--- config.mk ---
export PLATFORM = sky130hd
export DESIGN_NAME = stopwatch_input_ctrl
export DESIGN_NICKNAME = d
export VERILOG_FILES = /design/src/rtl/stopwatch_pkg.sv /design/src/rtl/input_debouncer.sv /design/src/rtl/stopwatch_input_ctrl.sv
export SDC_FILE = /design/constraint.sdc
export NUM_CORES = 1
export LEC_CHECK = 0
export BUFFER_PORTS_ARGS = -buffer_cell sky130_fd_sc_hd__buf_4
export CAP_MARGIN = 20
export CORE_ASPECT_RATIO = 1.2
export CORE_MARGIN = 1.5
export CORE_UTILIZATION = 61
export DETAILED_ROUTE_END_ITERATION = 8
export PLACE_DENSITY = 0.78
export SETUP_SLACK_MARGIN = 0.15
export SLEW_MARGIN = 20
export SYNTH_ARGS = -nofsm -noshare
export SYNTH_HDL_FRONTEND = slang
export SYNTH_SLANG_ARGS = --single-unit
--- constraint.sdc ---
create_clock -name clk -period 2.2 [get_ports clk]
set_input_delay 0.11 -clock clk [delete_from_list [all_inputs] [get_ports clk]]
set_output_delay 0.11 -clock clk [all_outputs]
set_load 0.05 [all_outputs]
--- src/rtl/stopwatch_pkg.sv ---
// rtl/stopwatch_pkg.sv - shared constants and types for the stopwatch input front end
package stopwatch_pkg;

    localparam int DEBOUNCE_CYCLES_DEFAULT = 1_000_000;
    localparam int CLK_HZ                  = 100_000_000;
    localparam int DEBOUNCE_CYCLES_SIM     = 4;

    localparam int NUM_INPUTS = 4;
    localparam int IDX_PAUSE  = 0;
    localparam int IDX_RESET  = 1;
    localparam int IDX_ADJ    = 2;
    localparam int IDX_SEL    = 3;

    typedef enum logic {
        RUN_RUNNING = 1'b0,
        RUN_PAUSED  = 1'b1
    } run_state_e;

    // Reset press wins over a pause press landing on the same edge.
    function automatic run_state_e next_run_state(input run_state_e cur,
                                                  input logic       pause_rise,
                                                  input logic       reset_rise);
        run_state_e nxt;
        nxt = cur;
        if (reset_rise) begin
            nxt = RUN_RUNNING;
        end else if (pause_rise) begin
            nxt = (cur == RUN_PAUSED) ? RUN_RUNNING : RUN_PAUSED;
        end
        return nxt;
    endfunction

endpackage

--- src/rtl/input_debouncer.sv ---
// rtl/input_debouncer.sv - 2-flop synchronizer plus counting debouncer for one raw input
module input_debouncer
    import stopwatch_pkg::*;
#(
    parameter int DEBOUNCE_CYCLES = DEBOUNCE_CYCLES_DEFAULT,
    parameter int CNT_W           = $clog2(DEBOUNCE_CYCLES)
) (
    input  logic clk,
    input  logic rst,
    input  logic raw_i,
    output logic stable_o
);

    localparam logic [CNT_W-1:0] CNT_LAST = CNT_W'(DEBOUNCE_CYCLES - 1);

    logic             s1_q, s2_q;
    logic             stable_q, stable_d;
    logic [CNT_W-1:0] cnt_q, cnt_d;

    always_ff @(posedge clk) begin
        if (rst) begin
            s1_q <= 1'b0;
            s2_q <= 1'b0;
        end else begin
            s1_q <= raw_i;
            s2_q <= s1_q;
        end
    end

    // Any return to the accepted value drops all progress toward a change.
    always_comb begin
        stable_d = stable_q;
        cnt_d    = '0;
        if (s2_q != stable_q) begin
            if (cnt_q == CNT_LAST) begin
                stable_d = s2_q;
            end else begin
                cnt_d = cnt_q + 1'b1;
            end
        end
    end

    always_ff @(posedge clk) begin
        if (rst) begin
            stable_q <= 1'b0;
            cnt_q    <= '0;
        end else begin
            stable_q <= stable_d;
            cnt_q    <= cnt_d;
        end
    end

    assign stable_o = stable_q;

endmodule

--- src/rtl/stopwatch_input_ctrl.sv ---
// rtl/stopwatch_input_ctrl.sv - debounced button/switch front end producing pulses, pause state and levels
module stopwatch_input_ctrl
    import stopwatch_pkg::*;
#(
    parameter int DEBOUNCE_CYCLES = DEBOUNCE_CYCLES_DEFAULT,
    parameter int CNT_W           = $clog2(DEBOUNCE_CYCLES)
) (
    input  logic clk,
    input  logic rst,
    input  logic btn_pause,
    input  logic btn_reset,
    input  logic sw_adj,
    input  logic sw_sel,
    output logic paused,
    output logic pause_pulse,
    output logic reset_pulse,
    output logic adj,
    output logic sel
);

    logic [NUM_INPUTS-1:0] raw_w;
    logic [NUM_INPUTS-1:0] stable_w;

    assign raw_w[IDX_PAUSE] = btn_pause;
    assign raw_w[IDX_RESET] = btn_reset;
    assign raw_w[IDX_ADJ]   = sw_adj;
    assign raw_w[IDX_SEL]   = sw_sel;

    for (genvar g = 0; g < NUM_INPUTS; g++) begin : g_deb
        input_debouncer #(
            .DEBOUNCE_CYCLES (DEBOUNCE_CYCLES),
            .CNT_W           (CNT_W)
        ) u_deb (
            .clk      (clk),
            .rst      (rst),
            .raw_i    (raw_w[g]),
            .stable_o (stable_w[g])
        );
    end

    logic       pause_prev_q, reset_prev_q;
    logic       pause_rise, reset_rise;
    logic       pause_pulse_q, reset_pulse_q;
    run_state_e state_q, state_d;

    // Previous accepted button levels; a rise is only counted once per press.
    always_ff @(posedge clk) begin
        if (rst) begin
            pause_prev_q  <= 1'b0;
            reset_prev_q  <= 1'b0;
            pause_pulse_q <= 1'b0;
            reset_pulse_q <= 1'b0;
        end else begin
            pause_prev_q  <= stable_w[IDX_PAUSE];
            reset_prev_q  <= stable_w[IDX_RESET];
            pause_pulse_q <= pause_rise;
            reset_pulse_q <= reset_rise;
        end
    end

    assign pause_rise = stable_w[IDX_PAUSE] & ~pause_prev_q;
    assign reset_rise = stable_w[IDX_RESET] & ~reset_prev_q;

    always_ff @(posedge clk) begin
        if (rst) begin
            state_q <= RUN_RUNNING;
        end else begin
            state_q <= state_d;
        end
    end

    always_comb begin
        state_d = next_run_state(state_q, pause_rise, reset_rise);
    end

    always_comb begin
        paused = (state_q == RUN_PAUSED);
    end

    assign pause_pulse = pause_pulse_q;
    assign reset_pulse = reset_pulse_q;
    assign adj         = stable_w[IDX_ADJ];
    assign sel         = stable_w[IDX_SEL];

endmodule

==> qor.csv, run 1 <==
stage,metric,value,unit
outcome,status,"complete, no violations",
synth,number of synthesized flops with an enable pin,0,
clocking,CTS tree,yes,
die,number of core rows,33,
min_path,Worst Hold Launch,rst,
timing,fmax,497.7,MHz
clocking,worst-skew pair later-pin latency,0.35,ns
die,Chip Width,79.13,microns
critical_path,Critical Path Max Stage Delay,0.58,ns
critical_path,CP top delay family,simple AND/OR/NAND/NOR gates,
routing,Total Routed Length,7808,microns
global_route,vias in the first global route,3062,
critical_path,flop-to-flop setup slack,0.19,ns
critical_path,crit path kind,reg -> reg,
critical_path,CP endpoint kind,flop,
clocking,CTS Root Cell,clkbuf_8,
routing,vias,3348,
layout,"Area growth, synth to finish",11.00,%
global_route,Total GRT Usage,22.20,%
critical_path,Startpoint Class,flop,
min_path,Worst Hold Path Cells,2,
synth,"Warnings, synthesis",0,
placement,routability congestion estimate,0.8008,
timing,Final setup viols,0,
timing,hold_ws,0.09681,ns
routing,drt pass-1 iters,4,
global_route,initial antenna violation count,0,
routing,drt via density,5.723,
placement,dpl ws,0.2104,ns
clocking,Max Root-Sink Buffers,2,
timing,slew margin rel.,57.15,%
synth,Cells after Synth,469,
layout,diode count,0,
timing,worst setup margin,0.1907,ns
layout,nets,504,
synth,Mean Syn Cell Area,9.047,sq um
critical_path,"critical path, cell by cell","or4b_1, or4_4, o21ai_4, buf_12, a21oi_1",
min_path,worst hold path class,in -> reg,
critical_path,Critical R2R Launch,g_deb[2].u_deb.cnt_q[12],
timing,fin crit share,91.33,%
critical_path,FF-to-FF End,g_deb[2].u_deb.cnt_q[17],
flow_run,MaxCap Viol Count,0,
critical_path,WP data arrival,2.25,ns
placement,HPWL after DPL,5310,microns
timing,final setup TNS,0,ns
synth,Synth Flop Type,dfxtp_1,
timing,Tightest Pin Transition,0.6368,ns
routing,routed len/inst,13.35,microns
pwr,Sw Share,20.25,%
clocking,cts bufs inserted,9,
synth,post-synth cell types,45,
synth,Mapped Area,0.004243,sq mm
timing,Fin. Hold Viols,0,
min_path,Hold EP,g_deb[3].u_deb.stable_o,
die,die area,0.007467,sq mm
layout,"commonest cells after routing, fill and taps aside","97 x dfxtp_1, 58 x nor2_1, 38 x xnor2_1, 26 x nand3_1, 22 x nand4_1",
pwr,Max VDD drop,0.3727,mV
routing,Detail Route Antenna Nets,0,
critical_path,R2R depth,5,
critical_path,WP data required,2.44,ns
layout,"commonest non-fill, non-tap cell in the layout",dfxtp_1,
pwr,P_leak,0.001407,uW
layout,Finished Core Util,69.55,%
routing,Initial DRC Count,189,
synth,"Seq/Total Area, Yosys",45.77,%
die,Die Y,94.36,microns
global_route,gr ovfl total,0,
critical_path,Crit path buffers/inverters,1,
pwr,Seq pwr share,59.6,%
synth,#FFs+latches synth,97,
pwr,switching power,600.9,uW
timing,Final min period,2.009,ns
critical_path,Worst setup startpoint,g_deb[2].u_deb.cnt_q[12],
clocking,clock sinks,97,
placement,I/O Buffers,10,
clocking,H-tree levels,3,
pwr,internal power,2367,uW
layout,layout cells sized above 1,11.85,%
pwr,power per standard cell area,630.1,mW/mm^2
layout,fillers,532,
timing,RSZ-0062 raised after global routing,yes,
synth,Syn Nets,479,
die,initial core utilization,62.66,%
timing,Clock Skews,0.006919,ns
die,IO Pins,11,
critical_path,worst-path fanout max,19,
synth,"Async S/R FF share, synth",0,%
routing,DRC,0,
global_route,largest net degree at the start of global routing,23,
pwr,Comb pwr share,1.7,%
timing,final slew viol count,0,
pwr,Clock Power Share,38.7,%
clocking,"Reg clk slew, reported paths",0.09,ns
global_route,first-pass GRT wire length,13380,microns
critical_path,Crit-path slowest cell,or4_4,
die,Core ar.,0.006771,sq mm
==> cells in the mapped netlist (10+ instances only) <==
cell type,n,area share (%)
a21oi_1,21,2.5
dfxtp_1,97,46
inv_1,17,1.5
nand2_1,19,1.7
nand3_1,26,3.1
nand4_1,22,3.2
nor2_1,58,5.1
nor2_2,10,1.5
nor2b_1,13,1.9
nor3_1,12,1.4
nor4_1,15,2.2
o21ai_0,10,1.2
o31ai_1,10,1.8
or3_1,11,1.6
or4_1,13,2.3
xnor2_1,38,7.8
xor2_1,19,3.9
==> stage by stage <==
step,total power (uW),area [sq um],cells
detailed placement,1855,4456,564
global route,3079,4710,585
CTS,2992,4691,583
global placement,1854,4456,564
finish,2968,4710,585
floorplan,1837,4243,469
==> power by group through the flow <==
stage               logic [uW]  registers [uW]  clock network [uW]
finish                    50.6            1770                1150
detailed placement        45.5            1810                   0
floorplan                 29.0            1810                   0
CTS                       51.2            1770                1170
global route              56.1            1770                1250
global placement          44.9            1810                   0
==> how the worst max path moves through the flow <==
stage / to / slack (ns) / cells after the start
after global routing: g_deb[2].u_deb.cnt_q[17] / 0.14 / 5
final: g_deb[2].u_deb.cnt_q[17] / 0.19 / 5
after global placement: g_deb[2].u_deb.cnt_q[18] / 0.26 / 5
after CTS: g_deb[2].u_deb.cnt_q[3] / 0.20 / 5
after detailed placement: g_deb[2].u_deb.cnt_q[17] / 0.21 / 5
after floorplan: g_deb[2].u_deb.cnt_q[12] / 0.23 / 5
==> logic make-up (layout without fill, tap and decap cells) <==
family          count (synthesis)  in the layout  share of synthesized area [%]
simple gates                  233            233                          30.79
flops                          97             97                          45.77
xor+xnor                       57             57                          11.77
compound gates                 49             49                          7.255
buf+inv                        28             57                          3.008
fa+ha+maj                       4              4                          1.180
mux                             1              1                         0.2359
==> state kept, by name, summed over array words and instances, names as in the netlist <==
register / count
g_deb.u_deb.s2_q: 4
paused: 1
reset_prev_q: 1
g_deb.u_deb.s1_q: 4
g_deb.u_deb.cnt_q: 80
pause_prev_q: 1
reset_pulse: 1
g_deb.u_deb.stable_o: 4
pause_pulse: 1
==> layer usage <==
metal  share of wire (%)  global-route usage, %  vias to the layer above
met5                   0                      0                        -
met1                  46                  27.55                     1565
met4                 1.4                  10.38                        0
li1                    -                      -                     1712
met3                 2.9                  3.575                       10
met2                  49                  37.61                       61
==> area by class of cell <==
cell class	instances	area (sq um)	share of cell area [%]
flip-flops and latches	97	1942	41.23
clock inverters	3	40.04	0.8502
inverters	17	63.81	1.355
repair buffers	25	222.7	4.729
well taps	87	108.9	2.311
clock buffers	12	155.1	3.294
multi-input cells	344	2177	46.23
==> repair_timing <==
action,4_1_cts,5_1_grt
resized for setup,0,1
hold buffers,4,0
endpoints found under the hold margin,4,0
setup buffers,0,2
endpoints found under the setup margin,0,2
Note: power is estimated with default switching activity, not from simulation.
==> inputs of run 2 (changes only) <==
--- a/config.mk
+++ b/config.mk
@@ -12,6 +12,7 @@
 export CORE_UTILIZATION = 61
 export DETAILED_ROUTE_END_ITERATION = 8
 export PLACE_DENSITY = 0.78
+export RECOVER_POWER = 25
 export SETUP_SLACK_MARGIN = 0.15
 export SLEW_MARGIN = 20
 export SYNTH_ARGS = -nofsm -noshare
==> run 2 against run 1 <==
Compared with the run above: clock power about the same; utilization decreased by 0.39 points; first-iteration DRC count decreased by 3.7%; final cell count unchanged; highest routed layer unchanged; critical path depth unchanged; combinational power decreased by 2%; cell area decreased by 0.56%; largest cell class unchanged; die area unchanged.
==> qor.csv, run 2 (synthesis results as in run 1) <==
stage,metric,value,unit,change
timing,Fin. Hold Viols,0,,unchanged
layout,max FFs per register,80,,unchanged
critical_path,R2R depth,5,,unchanged
critical_path,Startpoint Class,flop,,
timing,worst setup margin,0.2014,ns,+0.01071 ns
critical_path,Crit-path slowest cell,or4_4,,
layout,"commonest non-fill, non-tap cell in the layout",dfxtp_1,,
layout,Largest Register,g_deb.u_deb.cnt_q,,
routing,drt via density,5.713,,-0.18%
die,IO Pins,11,,unchanged
die,Die Y,94.36,microns,unchanged
critical_path,flop-to-flop setup slack,0.20,ns,about the same
critical_path,Worst setup startpoint,g_deb[2].u_deb.cnt_q[12],,
critical_path,"critical path, cell by cell","or4b_1, or4_4, o21ai_4, buf_12, a21oi_1",,
timing,final slew viol count,0,,unchanged
clocking,H-tree levels,3,,unchanged
global_route,first-pass GRT wire length,13380,microns,unchanged
die,die area,0.007467,sq mm,unchanged
flow_run,MaxCap Viol Count,0,,unchanged
pwr,power per standard cell area,633.6,mW/mm^2,+0.55%
layout,"commonest cells after routing, fill and taps aside","97 x dfxtp_1, 58 x nor2_1, 38 x xnor2_1, 26 x nand3_1, 22 x nand4_1",,
critical_path,Crit path buffers/inverters,1,,unchanged
layout,nets,504,,unchanged
clocking,clock sinks,97,,unchanged
routing,Initial DRC Count,182,,-3.7%
layout,fillers,534,,+0.38%
timing,fmax,500.4,MHz,+0.54%
critical_path,FF-to-FF End,g_deb[2].u_deb.cnt_q[17],,
timing,RSZ-0062 raised after global routing,yes,,
clocking,Max Root-Sink Buffers,2,,unchanged
timing,Final setup viols,0,,unchanged
timing,slew margin rel.,59.97,%,+2.8 points
die,number of core rows,33,,unchanged
timing,Final min period,1.999,ns,-0.01071 ns
routing,Total Routed Length,7777,microns,-0.40%
global_route,Total GRT Usage,22.20,%,unchanged
timing,final setup TNS,0,ns,unchanged
critical_path,worst-path fanout max,19,,unchanged
critical_path,WP data arrival,2.24,ns,about the same
critical_path,Critical R2R Launch,g_deb[2].u_deb.cnt_q[12],,
die,Chip Width,79.13,microns,unchanged
critical_path,crit path to,g_deb[2].u_deb.cnt_q[17],,
outcome,status,"complete, no violations",,
critical_path,crit path kind,reg -> reg,,
global_route,vias in the first global route,3062,,unchanged
pwr,Final Power,2967,uW,about the same
routing,Detail Route Antenna Nets,0,,unchanged
layout,layout cells sized above 1,10.44,%,-1.4 points
die,initial core utilization,62.66,%,unchanged
critical_path,WP data required,2.44,ns,about the same
die,Core ar.,0.006771,sq mm,unchanged
routing,routed len/inst,13.29,microns,-0.40%
clocking,CTS Root Cell,clkbuf_8,,
global_route,gr ovfl total,0,,unchanged
timing,Tightest Pin Transition,0.5949,ns,-0.04189 ns
routing,DRC,0,,unchanged
clocking,cts bufs inserted,9,,unchanged
critical_path,CP endpoint kind,flop,,
critical_path,CP Depth,5,,unchanged
clocking,CTS tree,yes,,
clocking,worst-skew pair later-pin latency,0.35,ns,about the same
min_path,worst hold path class,in -> reg,,
placement,HPWL after DPL,5310,microns,unchanged
timing,Clock Skews,0.006190,ns,-0.0007289 ns
placement,dpl ws,0.2104,ns,unchanged
pwr,P_leak,0.001378,uW,-2.1%
global_route,initial antenna violation count,0,,unchanged
global_route,largest net degree at the start of global routing,23,,unchanged
pwr,Max VDD drop,0.3724,mV,about the same
clocking,"Reg clk slew, reported paths",0.09,ns,about the same
timing,fin crit share,90.84,%,-0.49 points
layout,"Area growth, synth to finish",10.38,%,
critical_path,CP top delay family,simple AND/OR/NAND/NOR gates,,
placement,I/O Buffers,10,,unchanged
routing,vias,3342,,-0.18%
layout,diode count,0,,unchanged
critical_path,Critical Path Max Stage Delay,0.58,ns,about the same
routing,drt pass-1 iters,4,,unchanged
placement,routability congestion estimate,0.8008,,unchanged
## run 2: cell types whose count changed in the layout (fill, tap and decap cells not counted), sizes merged
cell / before / now
buf: 21 / 10
clkbuf: 12 / 23
## run 2: cell type report
cell class / instances / area [sq um] / share of cell area [%]
clock inverter: 3 / 40.04 / 0.8549
multi-input combinational: 344 / 2177 / 46.49
inverter: 17 / 63.81 / 1.363
tap: 87 / 108.9 / 2.324
clock buffer: 12 / 155.1 / 3.313
timing repair buffer: 25 / 196.4 / 4.194
sequential: 97 / 1942 / 41.46
## run 2: per-stage QoR
step | cells | hold WS [ns] | instance area (sq um) | utilization [%]
4_1_cts | 583 | 0.08738 | 4691 | 69.27
6_report | 585 | 0.09727 | 4683 | 69.16
3_5_place_dp | 564 | 0.3292 | 4456 | 65.80
3_3_place_gp | 564 | 0.3217 | 4456 | 65.80
2_1_floorplan | 469 | 0.2382 | 4243 | -
5_1_grt | 585 | 0.09969 | 4683 | 69.16
## run 2: metal layers
metal	GRT usage [%]	wire (microns)	vias to the layer above
li1	-	-	1712
met1	27.55	3656	1570
met2	37.61	3838	53
met3	3.575	207	7
met4	10.38	75	0
met5	0	0	-
## run 2: how the worst min path moves through the flow
stage	cells after the start	end	from
after floorplan	1	g_deb[0].u_deb.s1_q	btn_pause
after global placement	2	g_deb[0].u_deb.s1_q	btn_pause
after detailed placement	2	g_deb[0].u_deb.s1_q	btn_pause
after CTS	2	g_deb[3].u_deb.stable_o	rst
after global routing	2	g_deb[3].u_deb.stable_o	rst
final	2	g_deb[3].u_deb.stable_o	rst
## run 2: worst reg2reg max path: stages (launching register included)
cell and delay [ns]:
dfxtp_1 0.37, or4b_1 0.53, or4_4 0.58, o21ai_4 0.16
buf_12 0.18, a21oi_1 0.06
## run 2: power breakdown
group          switching [uW]  internal [uW]  leakage, uW  total, uW
combinational            25.6           24.2     0.000493       49.7
sequential               5.32           1760     0.000783       1770
clock                     571            579     0.000102       1150
## run 2: repair_timing
item / in CTS / in global routing
gates resized for setup: 0 / 1
hold buffers: 4 / 0
setup buffers: 0 / 2
hold endpoints to repair: 4 / 0
setup endpoints to repair: 0 / 2
==> inputs of run 3 (changes only) <==
--- a/config.mk
+++ b/config.mk
@@ -9,12 +9,13 @@
 export CAP_MARGIN = 20
 export CORE_ASPECT_RATIO = 1.2
 export CORE_MARGIN = 1.5
-export CORE_UTILIZATION = 61
+export CORE_UTILIZATION = 62
 export DETAILED_ROUTE_END_ITERATION = 8
-export PLACE_DENSITY = 0.78
+export PLACE_DENSITY = 0.79
 export RECOVER_POWER = 25
 export SETUP_SLACK_MARGIN = 0.15
 export SLEW_MARGIN = 20
 export SYNTH_ARGS = -nofsm -noshare
 export SYNTH_HDL_FRONTEND = slang
+export SYNTH_HIERARCHICAL = 1
 export SYNTH_SLANG_ARGS = --single-unit
==> run 3 against run 2 <==
Compared with the run above: die area fell by 0.60%; sequential power barely moved; hold slack got worse by 0.015 ns; combinational power fell by 12%; via count rose by 0.57%; wire length fell by 1.5%; register-to-register slack improved by 0.22 ns; total power fell by 1.8%; sequential share of layout area rose by 0.61 points; synthesized cell count rose by 2.6%; utilization fell by 1.0 points; critical path type unchanged; final cell count fell by 0.51%.
==> qor.csv, run 3 <==
stage,metric,value,unit,change
outcome,status,"complete, no violations",,
pwr,Seq pwr share,60.7,%,+1.1 points
synth,"Async S/R FF share, synth",0,%,unchanged
timing,Tightest Pin Transition,0.6213,ns,+0.02639 ns
timing,slew margin rel.,58.76,%,-1.2 points
die,die area,0.007422,sq mm,-0.60%
min_path,Worst Hold Path Cells,2,,unchanged
critical_path,crit path kind,reg -> reg,,
synth,Post-Synth Adder-Cell Area,1.168,%,-0.012 points
clocking,postcts setup bufs,0,,unchanged
critical_path,FF-to-FF End,g_deb[1].u_deb/cnt_q[18],,
die,IO Pins,11,,unchanged
clocking,CTS Root Cell,clkbuf_8,,
clocking,CTS tree,yes,,
clocking,H-tree levels,3,,unchanged
critical_path,flop-to-flop setup slack,0.42,ns,+0.22 ns
pwr,Clock Power Share,37.8,%,-0.9 points
synth,Synth area leaders,"dfxtp_1 45%, xnor2_1 7.6%, nor2_1 5.6%, nand3_1 4.7%, xor2_1 4.1%",,
routing,drt via density,5.775,,+1.1%
placement,I/O Buffers,10,,unchanged
critical_path,WP data required,2.49,ns,+0.05 ns
layout,"commonest non-fill, non-tap cell in the layout",dfxtp_1,,
synth,Mean Syn Cell Area,8.909,sq um,-1.5%
timing,final slew viol count,0,,unchanged
pwr,power per standard cell area,631.2,mW/mm^2,-0.38%
synth,Yosys top cell by area,dfxtp_1,,
synth,#FFs+latches synth,97,,unchanged
pwr,internal power,2303,uW,-2.7%
timing,Final min period,1.784,ns,-0.2150 ns
synth,Synth Flop Type,dfxtp_1,,
critical_path,"critical path, cell by cell","nand4_4, or3_1, or4_1, a21oi_1",,
clocking,"Reg clk slew, reported paths",0.09,ns,about the same
clocking,clock sinks,97,,unchanged
synth,Mapped Area,0.004285,sq mm,+1.0%
global_route,initial antenna violation count,0,,unchanged
routing,Total Routed Length,7658,microns,-1.5%
routing,DRC,0,,unchanged
timing,fin crit share,81.07,%,-9.8 points
global_route,gr ovfl total,0,,unchanged
synth,"Seq/Total Area, Yosys",45.31,%,-0.45 points
synth,largest family of logic cells by synthesized area,simple AND/OR/NAND/NOR gates,,
layout,diode count,0,,unchanged
routing,routed len/inst,13.16,microns,-1.0%
pwr,Final Power,2913,uW,-1.8%
min_path,worst hold path class,in -> reg,,
routing,drt pass-1 iters,4,,unchanged
layout,area of the multi-input gates,0.002208,sq mm,+1.4%
clocking,Max Root-Sink Buffers,2,,unchanged
die,number of core rows,33,,unchanged
critical_path,Crit-path slowest cell,or3_1,,
routing,Initial DRC Count,171,,-6.0%
layout,Finished Core Util,68.16,%,-1.0 points
synth,post-synthesis compound-gate area fraction,6.540,%,-0.71 points
critical_path,CP top delay family,simple AND/OR/NAND/NOR gates,,
placement,routability congestion estimate,0.8568,,+7.0%
die,Core ar.,0.006771,sq mm,unchanged
synth,most frequent cell after synthesis,dfxtp_1,,
layout,"Area growth, synth to finish",7.708,%,
critical_path,Critical Path Max Stage Delay,0.49,ns,-0.09 ns
routing,Detail Route Antenna Nets,0,,unchanged
routing,vias,3361,,+0.57%
clocking,cts bufs inserted,9,,unchanged
layout,nets,501,,-0.60%
global_route,vias in the first global route,3119,,+1.9%
min_path,Hold EP,g_deb[3].u_deb/stable_o,,
global_route,first-pass GRT wire length,12920,microns,-3.4%
synth,post-synth cell types,30,,-33%
global_route,largest net degree at the start of global routing,21,,-8.7%
die,initial core utilization,63.29,%,+0.63 points
placement,dpl cells,563,,-0.18%
critical_path,Crit path buffers/inverters,0,,-1
die,Chip Width,78.90,microns,-0.30%
layout,Layout Cells excl Fill,582,,-0.51%
critical_path,worst-path fanout max,8,,-11
critical_path,CP endpoint kind,flop,,
synth,post-synthesis mux area share,0,%,-0.24 points
critical_path,Startpoint Class,flop,,
synth,simple logic cell fraction of the synthesized area,32.41,%,+1.6 points
layout,"commonest cells after routing, fill and taps aside","97 x dfxtp_1, 64 x nor2_1, 40 x nand3_1, 37 x xnor2_1, 24 x a21oi_1",,
die,Die Y,94.07,microns,-0.31%
timing,Final setup viols,0,,unchanged
timing,hold_ws,0.08216,ns,-0.01511 ns
synth,"Warnings, synthesis",6,,+6
min_path,Worst Hold Launch,rst,,
layout,register area,0.001942,sq mm,unchanged
pwr,Comb pwr share,1.5,%,-0.2 points
layout,max FFs per register,80,,unchanged
critical_path,Critical R2R Launch,g_deb[1].u_deb/cnt_q[7],,
timing,Fin. Hold Viols,0,,unchanged
synth,post-synthesis xor/xnor area fraction,11.65,%,-0.12 points
layout,fillers,533,,-0.19%
pwr,Max VDD drop,0.4395,mV,+18%
timing,fmax,560.7,MHz,+12%
timing,final setup TNS,0,ns,unchanged
pwr,P_leak,0.001409,uW,+2.3%
synth,"top cells by count, synth","97 x dfxtp_1, 64 x nor2_1, 40 x nand3_1, 37 x xnor2_1, 24 x a21oi_1",,
pwr,switching power,610.6,uW,+1.5%
synth,Cells after Synth,481,,+2.6%
global_route,Total GRT Usage,21.84,%,-0.35 points
pwr,Sw Share,20.96,%,+0.69 points
critical_path,R2R depth,4,,-1
synth,number of synthesized flops with an enable pin,0,,unchanged
timing,RSZ-0062 raised after global routing,no,,
flow_run,MaxCap Viol Count,0,,unchanged
layout,Largest Register,g_deb.u_deb/cnt_q,,
synth,Syn Nets,491,,+2.5%
placement,HPWL after DPL,5306,microns,about the same
clocking,worst-skew pair later-pin latency,0.36,ns,about the same
synth,top-area cell type share of the netlist area,45.31,%,-0.45 points
critical_path,WP data arrival,2.08,ns,-0.16 ns
layout,layout cells sized above 1,6.465,%,-4.0 points
timing,Clock Skews,0.01169,ns,+0.005503 ns
run 3: per-layer routing:
metal	share of wire [%]	track usage, %	routed length (microns)
met5	0	0	0
met4	2.1	10.82	163
met3	1.8	3.689	137
met2	49	38.29	3789
met1	47	25.61	3567
run 3: metrics by stage:
| stage | area, sq um | setup WS (ns) |
|---|---|---|
| floorplan | 4285 | 0.5336 |
| global placement | 4427 | 0.5179 |
| detailed placement | 4427 | 0.4011 |
| CTS | 4651 | 0.3902 |
| global route | 4616 | 0.2947 |
| finish | 4616 | 0.4165 |
run 3: final cells by class:
type | count | share of cell area, %
clock buffer | 10 | 2.765
clock inverter | 5 | 1.220
inverter | 12 | 0.9759
multi-input combinational | 352 | 47.84
sequential | 97 | 42.07
tap | 87 | 2.358
timing repair buffer | 19 | 2.765
run 3: cells by family (layout without fill, tap and decap cells):
logic type                 count (synthesis)  in the layout
buffers and inverters                     32             46
and+or+nand+nor                          239            239
DFF                                       97             97
AOI/OAI and AO/OA                         52             52
adders and majority gates                  4              4
xor gates and xnor gates                  57             57
run 3: power groups by stage:
stage          combinational, uW  clock [uW]  sequential (uW)
6_report                    43.5        1100             1770
2_1_floorplan               20.9           0             1810
3_5_place_dp                39.3           0             1810
5_1_grt                     49.1        1210             1770
4_1_cts                     44.9        1130             1770
3_3_place_gp                38.2           0             1810
run 3: repair_timing:
item | 4_1_cts | 5_1_grt
gates resized for setup | 0 | 0
hold endpoints to repair | 4 | 0
hold buffers | 4 | 0
run 3: worst register-to-register path, cell delays in order, from the launching register on:
cell,delay (ns)
dfxtp_1,0.47
nand4_4,0.17
or3_1,0.49
or4_1,0.43
a21oi_1,0.17
run 3: worst max-delay path by stage:
stage,start,endpoint,depth (start not counted)
floorplan,g_deb[0].u_deb/cnt_q[7],g_deb[0].u_deb/cnt_q[18],5
global placement,g_deb[3].u_deb/cnt_q[7],g_deb[3].u_deb/cnt_q[18],4
detailed placement,g_deb[1].u_deb/cnt_q[7],g_deb[1].u_deb/cnt_q[18],4
CTS,g_deb[1].u_deb/cnt_q[7],g_deb[1].u_deb/cnt_q[18],4
global route,g_deb[1].u_deb/cnt_q[7],g_deb[1].u_deb/cnt_q[18],4
finish,g_deb[1].u_deb/cnt_q[7],g_deb[1].u_deb/cnt_q[18],4
